$ cat src/rtl/uart_pkg.sv
// Shared types for the configurable UART transmitter.
// Holds the parity/state enums and the frame-length helper.
package uart_pkg;

    typedef enum logic [1:0] {
        PARITY_NONE,
        PARITY_EVEN,
        PARITY_ODD
    } parity_e;

    typedef enum logic [2:0] {
        IDLE,
        START,
        DATA,
        PARITY,
        STOP
    } tx_state_e;

    function automatic int frame_bits(
        input int      data_bits,
        input parity_e parity,
        input int      stop_bits
    );
        return 1 + data_bits + ((parity != PARITY_NONE) ? 1 : 0) + stop_bits;
    endfunction

endpackage

$ cat src/rtl/uart_sync_fifo.sv
// Small synchronous FIFO with read-first combinational output.
// A push into a full FIFO is dropped even if a pop happens that cycle.
module uart_sync_fifo #(
    parameter int WIDTH = 8,
    parameter int DEPTH = 4
) (
    input  logic                     clk,
    input  logic                     rstn,
    input  logic                     push,
    input  logic                     pop,
    input  logic [WIDTH-1:0]         din,
    output logic [WIDTH-1:0]         dout,
    output logic                     full,
    output logic                     empty,
    output logic [$clog2(DEPTH):0]   count
);

    localparam int AW = $clog2(DEPTH);
    localparam int CW = AW + 1;

    logic [WIDTH-1:0] mem [DEPTH];
    logic [AW-1:0]    wr_ptr;
    logic [AW-1:0]    rd_ptr;
    logic             do_push;
    logic             do_pop;

    assign full    = count == CW'(DEPTH);
    assign empty   = count == '0;
    assign do_push = push && !full;
    assign do_pop  = pop && !empty;
    assign dout    = mem[rd_ptr];

    always_ff @(posedge clk) begin
        if (do_push) begin
            mem[wr_ptr] <= din;
        end
    end

    always_ff @(posedge clk) begin
        if (!rstn) begin
            wr_ptr <= '0;
            rd_ptr <= '0;
            count  <= '0;
        end else begin
            if (do_push) begin
                wr_ptr <= wr_ptr + 1'b1;
            end
            if (do_pop) begin
                rd_ptr <= rd_ptr + 1'b1;
            end
            unique case ({do_push, do_pop})
                2'b10:   count <= count + 1'b1;
                2'b01:   count <= count - 1'b1;
                default: count <= count;
            endcase
        end
    end

endmodule

$ cat src/rtl/uart_tx_fifo.sv
// UART transmitter with 5-8 data bits, optional parity, 1-2 stop bits
// and an input FIFO so queued characters go out with no idle gap.
module uart_tx_fifo
    import uart_pkg::*;
#(
    parameter int      NUM_CLKS_PER_BIT = 16,
    parameter int      DATA_BITS        = 8,
    parameter parity_e PARITY           = PARITY_NONE,
    parameter int      STOP_BITS        = 1,
    parameter int      FIFO_DEPTH       = 4
) (
    input  logic                          clk,
    input  logic                          rstn,
    input  logic [DATA_BITS-1:0]          tx_din,
    input  logic                          tx_valid,
    output logic                          tx_ready,
    output logic                          tx,
    output logic                          tx_busy,
    output logic                          tx_done,
    output logic [$clog2(FIFO_DEPTH):0]   fifo_count
);

    localparam int CW = $clog2(NUM_CLKS_PER_BIT);
    localparam int BW = $clog2(DATA_BITS);

    if (NUM_CLKS_PER_BIT < 2) begin : g_bad_clks
        $error("NUM_CLKS_PER_BIT must be at least 2");
    end
    if (DATA_BITS < 5 || DATA_BITS > 8) begin : g_bad_data
        $error("DATA_BITS must be in 5..8");
    end
    if (STOP_BITS < 1 || STOP_BITS > 2) begin : g_bad_stop
        $error("STOP_BITS must be 1 or 2");
    end
    if (FIFO_DEPTH < 2 || (FIFO_DEPTH & (FIFO_DEPTH - 1)) != 0) begin : g_bad_depth
        $error("FIFO_DEPTH must be a power of two >= 2");
    end

    tx_state_e            state;
    logic [CW-1:0]        clk_cnt;
    logic [BW-1:0]        bit_idx;
    logic [DATA_BITS-1:0] shreg;
    logic [DATA_BITS-1:0] fifo_dout;
    logic                 par_bit;
    logic                 full;
    logic                 empty;
    logic                 tick;
    logic                 last_stop;
    logic                 pop;

    assign tick      = clk_cnt == CW'(NUM_CLKS_PER_BIT - 1);
    assign last_stop = bit_idx == BW'(STOP_BITS - 1);
    // Pop either from idle or on the final stop cycle for a zero-gap restart.
    assign pop       = !empty && (state == IDLE || (state == STOP && tick && last_stop));
    assign tx_ready  = !full;

    uart_sync_fifo #(
        .WIDTH (DATA_BITS),
        .DEPTH (FIFO_DEPTH)
    ) u_fifo (
        .clk   (clk),
        .rstn  (rstn),
        .push  (tx_valid),
        .pop   (pop),
        .din   (tx_din),
        .dout  (fifo_dout),
        .full  (full),
        .empty (empty),
        .count (fifo_count)
    );

    always_ff @(posedge clk) begin
        if (!rstn) begin
            state   <= IDLE;
            clk_cnt <= '0;
            bit_idx <= '0;
            shreg   <= '0;
            par_bit <= 1'b0;
            tx      <= 1'b1;
            tx_busy <= 1'b0;
            tx_done <= 1'b0;
        end else begin
            tx_done <= 1'b0;
            tx_busy <= state != IDLE;
            if (state != IDLE) begin
                clk_cnt <= tick ? '0 : clk_cnt + 1'b1;
            end
            if (pop) begin
                shreg   <= fifo_dout;
                par_bit <= (^fifo_dout) ^ (PARITY == PARITY_ODD);
            end
            unique case (state)
                IDLE: begin
                    tx <= 1'b1;
                    if (!empty) begin
                        state <= START;
                    end
                end
                START: begin
                    tx <= 1'b0;
                    if (tick) begin
                        bit_idx <= '0;
                        state   <= DATA;
                    end
                end
                DATA: begin
                    tx <= shreg[0];
                    if (tick) begin
                        shreg <= shreg >> 1;
                        if (bit_idx == BW'(DATA_BITS - 1)) begin
                            bit_idx <= '0;
                            state   <= (PARITY == PARITY_NONE) ? STOP : uart_pkg::PARITY;
                        end else begin
                            bit_idx <= bit_idx + 1'b1;
                        end
                    end
                end
                uart_pkg::PARITY: begin
                    tx <= par_bit;
                    if (tick) begin
                        state <= STOP;
                    end
                end
                STOP: begin
                    tx <= 1'b1;
                    if (tick) begin
                        if (last_stop) begin
                            tx_done <= 1'b1;
                            bit_idx <= '0;
                            state   <= empty ? IDLE : START;
                        end else begin
                            bit_idx <= bit_idx + 1'b1;
                        end
                    end
                end
                default: state <= IDLE;
            endcase
        end
    end

endmodule
$ cat config.mk
export PLATFORM = sky130hd
export DESIGN_NAME = uart_tx_fifo
export DESIGN_NICKNAME = d
export VERILOG_FILES = /design/src/rtl/uart_pkg.sv /design/src/rtl/uart_sync_fifo.sv /design/src/rtl/uart_tx_fifo.sv
export SDC_FILE = /design/constraint.sdc
export NUM_CORES = 1
export LEC_CHECK = 0
export BUFFER_PORTS_ARGS = -buffer_cell sky130_fd_sc_hd__buf_2
export CAP_MARGIN = 0
export CELL_PAD_IN_SITES_DETAIL_PLACEMENT = 1
export CELL_PAD_IN_SITES_GLOBAL_PLACEMENT = 1
export CORE_UTILIZATION = 30
export CTS_BUF_LIST = sky130_fd_sc_hd__clkbuf_8
export DETAILED_ROUTE_END_ITERATION = 8
export GPL_ROUTABILITY_DRIVEN = 0
export MAX_ROUTING_LAYER = met4
export PLACE_DENSITY = 0.5
export SLEW_MARGIN = 30
export SYNTH_ARGS = -nofsm -noshare
export SYNTH_HDL_FRONTEND = slang
export SYNTH_SLANG_ARGS = --single-unit
$ cat constraint.sdc
create_clock -name clk -period 6.6 [get_ports clk]
set_clock_uncertainty 0.1 [all_clocks]
set_input_delay 0.33 -clock clk [delete_from_list [all_inputs] [get_ports clk]]
set_output_delay 0.33 -clock clk [all_outputs]
set_load 0.01 [all_outputs]
==> impl_metrics.py <==
metrics = {
    "logic_synthesis": {
        "synth_fp_nets": 249,
        "synth-seq-cells": 63,
        "synthSimpleGateAreaFrac_pct": 9.68,
        "synth_cell_types": 43,
        "yosys_warnings": 0,
        "yosysTopAreaCellShare_pct": 34.1,
        "ys_seq_area_share_pct": 56.1,
        "synth_fa_ha_area_share_pct": 4.70,
        "synth_xor_area_share_pct": 4.35,
        "synth_top_area_cell": "edfxtp_1",
        "synth_top_family_by_area": "compound AO/OA/AOI/OAI gates",
        "async_flop_share_pct": 0,
        "synthTopCellsByArea": "edfxtp_1, dfxtp_1, mux4_2",
        "synth_area_per_cell_um2": 12.4,
        "synth_edf_count": 32,
        "synthMuxAreaShare_pct": 9.63,
        "synthesis.area_um2": 2820,
        "netlist_instances": 228,
        "synth_compound_area_share_pct": 11.5,
        "synthFlopType": "edfxtp_1",
    },
    "sta": {
        "final-hold-violation-count": 0,
        "relSlewSlack_pct": 46.7,
        "hold-worst-slack_ps": 96.1,
        "fmax_mhz": 291,
        "setup_viol": 0,
        "worstMarginPinSlew_ps": 797,
        "tns_ps": 0,
        "grt_setup_unrepaired": "false",
        "period_minus_slack_ps": 3430,
        "period_share_pct": 52.0,
        "final_max_slew_viol_count": 0,
    },
    "routing": {
        "drt_iter0_drc": 47,
        "wl_per_cell_um": 14.7,
        "via_per_inst": 4.79,
        "wl_met2_um": 2510,
        "drtAntennaViolNets": 0,
        "drt_wl_total_um": 5290,
        "via_count": 1718,
        "dr.pass1.iters": 4,
        "drc": 0,
        "wl_met3_um": 149,
        "routed.top_layer": "met4",
        "drt-met1-wl_um": 2520,
    },
    "critical_path": {
        "cp_slowest_cell": "a211oi_4",
        "setup.worst_path.class": "reg -> reg",
        "crit_cells": 10,
        "worstPathCellList": "ha_1, and3_1, nand2_2, a211oi_4, ha_1, inv_1, fa_1, xor2_1, or3_1, a21boi_0",
        "crit_path_start_kind": "flop",
        "r2r_slack_ps": 3170,
        "r2r_cells": 10,
        "crit_buf_inv": 1,
        "path_delay_family": "adder cells",
        "worstReg2RegEnd": "u_fifo.count[2]$_SDFFE_PN0P_",
        "required_ps": 6770,
        "cp-end-kind": "flop",
        "r2r_start": "clk_cnt[0]$_SDFFE_PN0P_",
        "cp_data_arrival_time_ps": 3600,
        "critPathMaxStageDelay_ps": 730,
        "path_max_fanout": 12,
        "timing.critical_path.mode_cell": "ha_1",
    },
    "outcome": {
        "outcome": "completed",
    },
    "power": {
        "ir_drop_mv": 0.169,
        "intPower_mw": 0.954,
        "powerDensity_nw_per_um2": 431,
        "p_leak_nw": 1.14,
        "clockPowerShare_pct": 30.2,
        "power.switching_mw": 0.432,
        "seqPwrFrac_pct": 39.2,
        "pwr-share-comb_pct": 30.6,
        "switching_share_pct": 31.2,
    },
    "cts": {
        "cts_tree": "built",
        "path_clk_slew_ps": 80,
        "post_cts_buffers": 0,
        "ctsLongestPathBuffers": 2,
        "insertion_delay_ps": 350,
        "clock_sinks": 63,
        "cts_resized": 0,
        "ctsHoldBuffers": 0,
        "htreeDepth": 3,
        "cts_root_buf": "clkbuf_8",
        "cts_buffers": 9,
    },
    "floorplan": {
        "die_area_um2": 9790,
        "rows": 35,
        "initial_core_util_pct": 30.8,
        "ios": 18,
        "coreArea_um2": 9150,
        "fp.dieW_um": 98.9,
        "die_h_um": 98.9,
    },
    "grt": {
        "first_global_vias": 1812,
        "grt_max_degree": 31,
        "grt_antenna_before_repair": 0,
        "grt_pass1_wl_um": 9030,
        "track_usage_pct": 12.7,
        "grt_overflow_total": 0,
    },
    "layout": {
        "drive_gt1_share_pct": 19.0,
        "finalNonFillerCells": 359,
        "area_growth_pct": 14.2,
        "mostFrequentLayoutCells": "edfxtp_1, dfxtp_1, o21ai_0",
        "diodes": 0,
        "final_common_cell": "edfxtp_1",
        "layout.nets": 264,
        "final_area_um2": 3220,
    },
    "min_path": {
        "min_from": "tx_din[4]",
        "hold_end": "u_fifo.mem[2][4]$_DFFE_PP_",
        "hold_depth": 1,
        "hp-class": "in -> reg",
    },
    "placed_design": {
        "dp.cells": 343,
        "portBuffers": 17,
        "dpl-instance-area_um2": 2970,
        "hpwl_um": 3630,
    },
    "job": {
        "cap_violations": 0,
    },
}
[how the worst max path moves through the flow]
stage	from	end	slack, ps
2_1_floorplan	clk_cnt[0]$_SDFFE_PN0P_	u_fifo.count[2]$_SDFFE_PN0P_	3810
3_3_place_gp	clk_cnt[0]$_SDFFE_PN0P_	u_fifo.count[2]$_SDFFE_PN0P_	3270
3_5_place_dp	clk_cnt[0]$_SDFFE_PN0P_	u_fifo.count[2]$_SDFFE_PN0P_	3150
4_1_cts	clk_cnt[0]$_SDFFE_PN0P_	u_fifo.count[2]$_SDFFE_PN0P_	3140
5_1_grt	clk_cnt[0]$_SDFFE_PN0P_	u_fifo.count[2]$_SDFFE_PN0P_	2880
6_report	clk_cnt[0]$_SDFFE_PN0P_	u_fifo.count[2]$_SDFFE_PN0P_	3170
[cell type report]
cell class	count	area, um2
fill	1006	5930
sequential	63	1580
multi-input combinational	142	1120
tap	111	139
clock inverter	7	128
clock buffer	9	124
timing repair buffer	17	85.1
inverter	10	37.5
[layer usage]
metal / GRT usage, % / vias up
met5: - / -
met4: 6.54 / 0
met3: 3.40 / 8
met2: 19.8 / 24
met1: 15.0 / 835
li1: - / 851
[power groups by stage]
stage	registers (mW)	clock network, mW	logic (mW)
6_report	0.544	0.419	0.424
5_1_grt	0.557	0.449	0.479
4_1_cts	0.547	0.438	0.433
3_5_place_dp	0.555	0	0.430
3_3_place_gp	0.553	0	0.427
2_1_floorplan	0.524	0	0.378
[metrics by stage]
| stage | utilization, % | setup WS [ps] | total power [mW] |
|---|---|---|---|
| 2_1_floorplan | - | 3810 | 0.902 |
| 5_1_grt | 35.2 | 2880 | 1.48 |
| 6_report | 35.2 | 3170 | 1.39 |
| 3_3_place_gp | 32.4 | 3270 | 0.980 |
| 3_5_place_dp | 32.4 | 3150 | 0.985 |
| 4_1_cts | 35.2 | 3140 | 1.42 |
[state kept, by name, summed over array words and instances (netlist names), named ones only]
name,flops
clk_cnt,4
u_fifo.count,3
u_fifo.wr_ptr,2
par_bit,1
tx_busy,1
state,3
shreg,8
tx,1
u_fifo.rd_ptr,2
tx_done,1
bit_idx,3
u_fifo.mem,32
[logic make-up after synthesis]
group	count (synthesis)
adder cells (fa/ha/maj)	10
buffers and inverters	23
flip-flops	63
multiplexers	17
XOR/XNOR	14
AND/OR/NAND/NOR	52
AO/OA/AOI/OAI	49
[synth_stat cells (all sizes together) (2+ instances only)]
master and number:
or3 2, nand3 3, dfxtp 31, xnor2 11, a2111oi 2, clkbuf 6, and3 6, a21oi 11
o21ai 18, nor2 7, a21boi 6, a211oi 3, and2 9, nand2 13, nor2b 6, edfxtp 32
inv 10, xor2 3, mux4 8, mux2i 8, buf 7, ha 9, nor3 4
No activity file was read; power rests on OpenSTA's default activity.
